===== src/rtl/full_adder_core.sv =====
// full_adder_core: registered ripple-carry adder of chained 1-bit full-adder cells
module full_adder_core #(
  parameter int WIDTH = 1
) (
  input  logic             clk,
  input  logic             rst,
  input  logic [WIDTH-1:0] A,
  input  logic [WIDTH-1:0] B,
  input  logic             Cin,
  input  logic             in_valid,
  output logic [WIDTH-1:0] Sum,
  output logic             Cout,
  output logic             Ovf,
  output logic             out_valid
);
  logic [WIDTH:0]   c;
  logic [WIDTH-1:0] s;
  assign c[0] = Cin;
  for (genvar i = 0; i < WIDTH; i++) begin : g_fa
    assign s[i]   = A[i] ^ B[i] ^ c[i];
    assign c[i+1] = (A[i] & B[i]) | (A[i] & c[i]) | (B[i] & c[i]);
  end
  always_ff @(posedge clk) begin
    if (rst) begin
      Sum       <= '0;
      Cout      <= 1'b0;
      Ovf       <= 1'b0;
      out_valid <= 1'b0;
    end else begin
      out_valid <= in_valid;
      if (in_valid) begin
        Sum  <= s;
        Cout <= c[WIDTH];
        Ovf  <= c[WIDTH] ^ c[WIDTH-1];
      end
    end
  end
endmodule


===== config.mk =====
export PLATFORM = sky130hd
export DESIGN_NAME = full_adder_core
export DESIGN_NICKNAME = d
export VERILOG_FILES = /design/src/rtl/full_adder_core.sv
export SDC_FILE = /design/constraint.sdc
export NUM_CORES = 1
export LEC_CHECK = 0
export ABC_AREA = 1
export BUFFER_PORTS_ARGS = -buffer_cell sky130_fd_sc_hd__buf_2
export CELL_PAD_IN_SITES_DETAIL_PLACEMENT = 0
export CELL_PAD_IN_SITES_GLOBAL_PLACEMENT = 1
export CORE_AREA = 3 3 40 42
export DETAILED_ROUTE_END_ITERATION = 8
export DIE_AREA = 0 0 43 45
export GPL_TIMING_DRIVEN = 0
export PLACE_DENSITY = 0.39
export SETUP_SLACK_MARGIN = 0.4
export SYNTH_ARGS = -nofsm -noshare
export SYNTH_HDL_FRONTEND = slang
export SYNTH_SLANG_ARGS = --single-unit

===== constraint.sdc =====
create_clock -name clk -period 1.21 [get_ports clk]
set_input_delay 0.121 -clock clk [delete_from_list [all_inputs] [get_ports clk]]
set_output_delay 0.121 -clock clk [all_outputs]
set_load 0.005 [all_outputs]

Yosys cells after proc, flatten, opt, wreduce, memory -nomap -nowiden:

Cells that the tools add are included.

* logic and storage cells: 12
* output and inout bits: 4
* register bits after elaboration: 4

* bitwise operators: 8

Operators by type and width (count)
* $and A1 B1 Y1: 3
* $xor A1 B1 Y1: 3
* $or A1 B1 Y1: 2

Logic depth before layout (Yosys ltp):

* depth after elaboration: 4
* gate-level depth with buffers: 6
* gate-level depth less buffers: 6

Least setup slack after synthesis:

OpenSTA, ideal clock, no wires.

* kind: input to register
* start point: in A
* end point: reg Ovf
* data required time: 1.101 ns
* stages on the path: 5
* arrival: 0.766 ns
* path slack: 0.335 ns
* library setup time: 0.109 ns
* cells stage by stage: fa_1 nand2_1 nand3_1 nand2_1 inv_1

* longest elaborated chain between the ends: 4
* elaborated cells on any way between the ends: 5

Ends and longest elaborated chain
* start: declaration: line 7 `input logic [WIDTH-1:0] A,`
* $and A1 B1 Y1: line 21 `assign c[i+1] = (A[i] & B[i]) | (A[i] & c[i]) | (B[i] & c[i]);`
* $or A1 B1 Y1 (*) (2 in series): line 21
* $xor A1 B1 Y1 (*): line 34 `Ovf <= c[WIDTH] ^ c[WIDTH-1];`
* end signal: assignment: line 34
* end: declaration: line 13 `output logic Ovf,`

Every way passes the cells marked *; elsewhere a longest branch is shown, timed or not.
A chain may end at the register's enable or synchronous reset.

Worst setup path after layout:

* start point: in A
* end point: reg Sum

* longest elaborated chain between the ends: 2

Ends and longest elaborated chain
* $xor A1 B1 Y1 (2 in series): line 20 `assign s[i] = A[i] ^ B[i] ^ c[i];`
* net s: line 17 `logic [WIDTH-1:0] s;`
* end signal: assignment: line 32 `Sum <= s;`
* end: declaration: line 11 `output logic [WIDTH-1:0] Sum,`

The timed path passes the listed nets, and every way through them passes these cells.

==> flow_summary.json <==
{
  "grt_max_degree": 6,
  "finalCritPeriodShare_pct": 65.2,
  "cts_sinks": 4,
  "wl_um": 367,
  "antenna_found_initial": 0,
  "clk_path_buf_depth": 2,
  "tightest_slew_ns": 0.112,
  "port_buffers": 9,
  "first_pass_iters": 4,
  "crit_family": "adder cells",
  "grt_pass1_vias": 187,
  "cp-start-kind": "primary input",
  "dpl_worst_slack_ns": 0.167,
  "antenna_cells": 0,
  "fin_setup_tns_ns": 0,
  "setup_ws_ns": 0.421,
  "relSlewSlack_pct": 92.5,
  "synthMuxAreaShare_pct": 0,
  "crit_chain": "buf_2 -> fa_2 -> nand2_1 -> a21oi_1",
  "critPathBufInv": 1,
  "overflow": 0,
  "synth_seq_cells": 4,
  "remaining_drc_errors": 0,
  "drive_above_1_share_pct": 44.1,
  "start_util_pct": 13.2,
  "cts_tree": "done",
  "nFillCells": 152,
  "io_pins": 10,
  "critPathSlowestCell": "fa_2",
  "path_max_fanout": 1,
  "cts-htree-levels": 1,
  "drt_iter0_markers": 1,
  "synth_compound_area_share_pct": 5.88,
  "power.leakage_nw": 0.142,
  "core_area_um2": 1280,
  "synth_fa_ha_area_share_pct": 11.8,
  "final_cell_mix": "buf_2 (8), nand2_1 (7), inv_1 (4)",
  "slew_viol_final": 0,
  "startpoint": "A",
  "place.gp.congestion": 0.561,
  "post_cts_buffers": 0,
  "synth_simple_gate_area_share_pct": 26.5,
  "netlist_area_um2": 170,
  "layout_commonest_cell": "buf_2",
  "syn_nets": 29,
  "finalClockSkew_ns": 0,
  "critPathKind": "primary input to flop",
  "timing.rr.start": "Ovf$_SDFFE_PP0P_",
  "vias_per_cell": 3.57,
  "die_h_um": 45,
  "rsz0062_at_grt": "true",
  "ant_nets": 0,
  "outcome": "finished clean",
  "rows": 13,
  "fmax_ghz": 1.27,
  "wl_per_cell_um": 7.49,
  "hold_viol": 0,
  "dieWidth_um": 43,
  "die_area_um2": 1940,
  "cts-buffers-inserted": 3,
  "clkSlewWorstSetupHoldPaths_ns": 0.04,
  "seq_area_frac_synth_pct": 47.1,
  "cp_slowest_stage_delay_ns": 0.56,
  "postSynthAreaPerCell_um2": 7.73,
  "cp_data_required_time_ns": 1.37,
  "ir_worst_vdd_mv": 0.202,
  "insertion_delay_ns": 0.23,
  "synth_top_family_by_area": "simple AND/OR/NAND/NOR gates",
  "finalCriticalPeriod_ns": 0.789,
  "nets": 43,
  "ctsRootBufferMaster": "clkbuf_4",
  "grt_pass1_wl_um": 676,
  "drv_cap": 0,
  "ys_types": 8,
  "syn_inst": 22,
  "synth_xor_area_share_pct": 0,
  "finalSetupViolations": 0,
  "vias": 175,
  "power_density_nw_per_um2": 1350,
  "endpoint_kind": "flop",
  "area_growth_pct": 56.6,
  "min_from": "rst",
  "arrival_ns": 0.95,
  "grt_usage_pct": 5.00,
  "ys_warn_count": 0,
  "min_path_type": "primary input to flop"
}
-- cell families (layout without fill, tap and decap cells) --
logic type,count (synthesis),in the layout
and+or+nand+nor,11,11
AOI/OAI and AO/OA,2,2
DFF,4,4
buffers and inverters,4,16
adders and majority gates,1,1
-- cell type report --
class	count	area [um2]	area share (%)
clock buffer	3	22.5	8.45
inverter	4	15.0	5.63
multi-input combinational	14	77.6	29.1
sequential	4	81.3	30.5
tap	15	18.8	7.04
timing repair buffer	9	51.3	19.2
-- cell usage after synthesis --
cell | instances | area share (%)
inv_1 | 4 | 8.8
a21oi_1 | 2 | 5.9
nand3_1 | 1 | 2.9
dfxtp_1 | 4 | 47
nor2_1 | 2 | 4.4
fa_1 | 1 | 12
nor2_2 | 1 | 3.7
nand2_1 | 7 | 15
-- power breakdown --
part / internal (mW) / switching [mW] / leakage [nW]
Combinational: 0.0269 / 0.0254 / 0.0946
Sequential: 0.142 / 0.00404 / 0.0334
Clock: 0.111 / 0.0505 / 0.0138
Total: 0.280 / 0.0799 / 0.142
-- flip-flops by register name, summed over array words and instances, names as in the netlist --
signal / count
Cout: 1
Ovf: 1
Sum: 1
out_valid: 1
-- routing by layer --
metal  track usage [%]  share of wire (%)  wire length, um
met4              5.42                  0                0
met5                 0                  0                0
met3              3.59                 19               70
met1              4.84                 41              150
met2              6.59                 40              146
-- per-stage QoR --
step                      hold WS [ns]  util [%]  cells  total power, mW  instance area (um2)
after floorplan                  0.190         -     22            0.170                  170
after global placement           0.346      18.2     46            0.196                  234
after detailed placement         0.344      18.2     46            0.197                  234
after CTS                       0.0961      20.0     49            0.368                  256
after global routing             0.111      20.7     49            0.389                  267
final                            0.103      20.7     49            0.360                  267
-- final timing paths --
check / end / slack [ns] / cells past startpoint
min: out_valid$_SDFF_PP0_ / 0.10 / 2
max reg2reg: Ovf$_SDFFE_PP0P_ / 0.55 / 4
min reg2reg: Cout$_SDFFE_PP0P_ / 0.46 / 2
max: Sum$_SDFFE_PP0P_ / 0.42 / 4
-- repair_timing --
action                     4_1_cts  5_1_grt
resized for setup                0        3
hold buffers                     0        0
setup endpoints to repair        0        3
-- worst register-to-register path: cells and delay by family, from the launching register on --
family	cells	cell delay, ns
buffers and inverters	1	0.03
DFF	1	0.31
and+or+nand+nor	3	0.21
No activity file was read; power rests on OpenSTA's default activity.
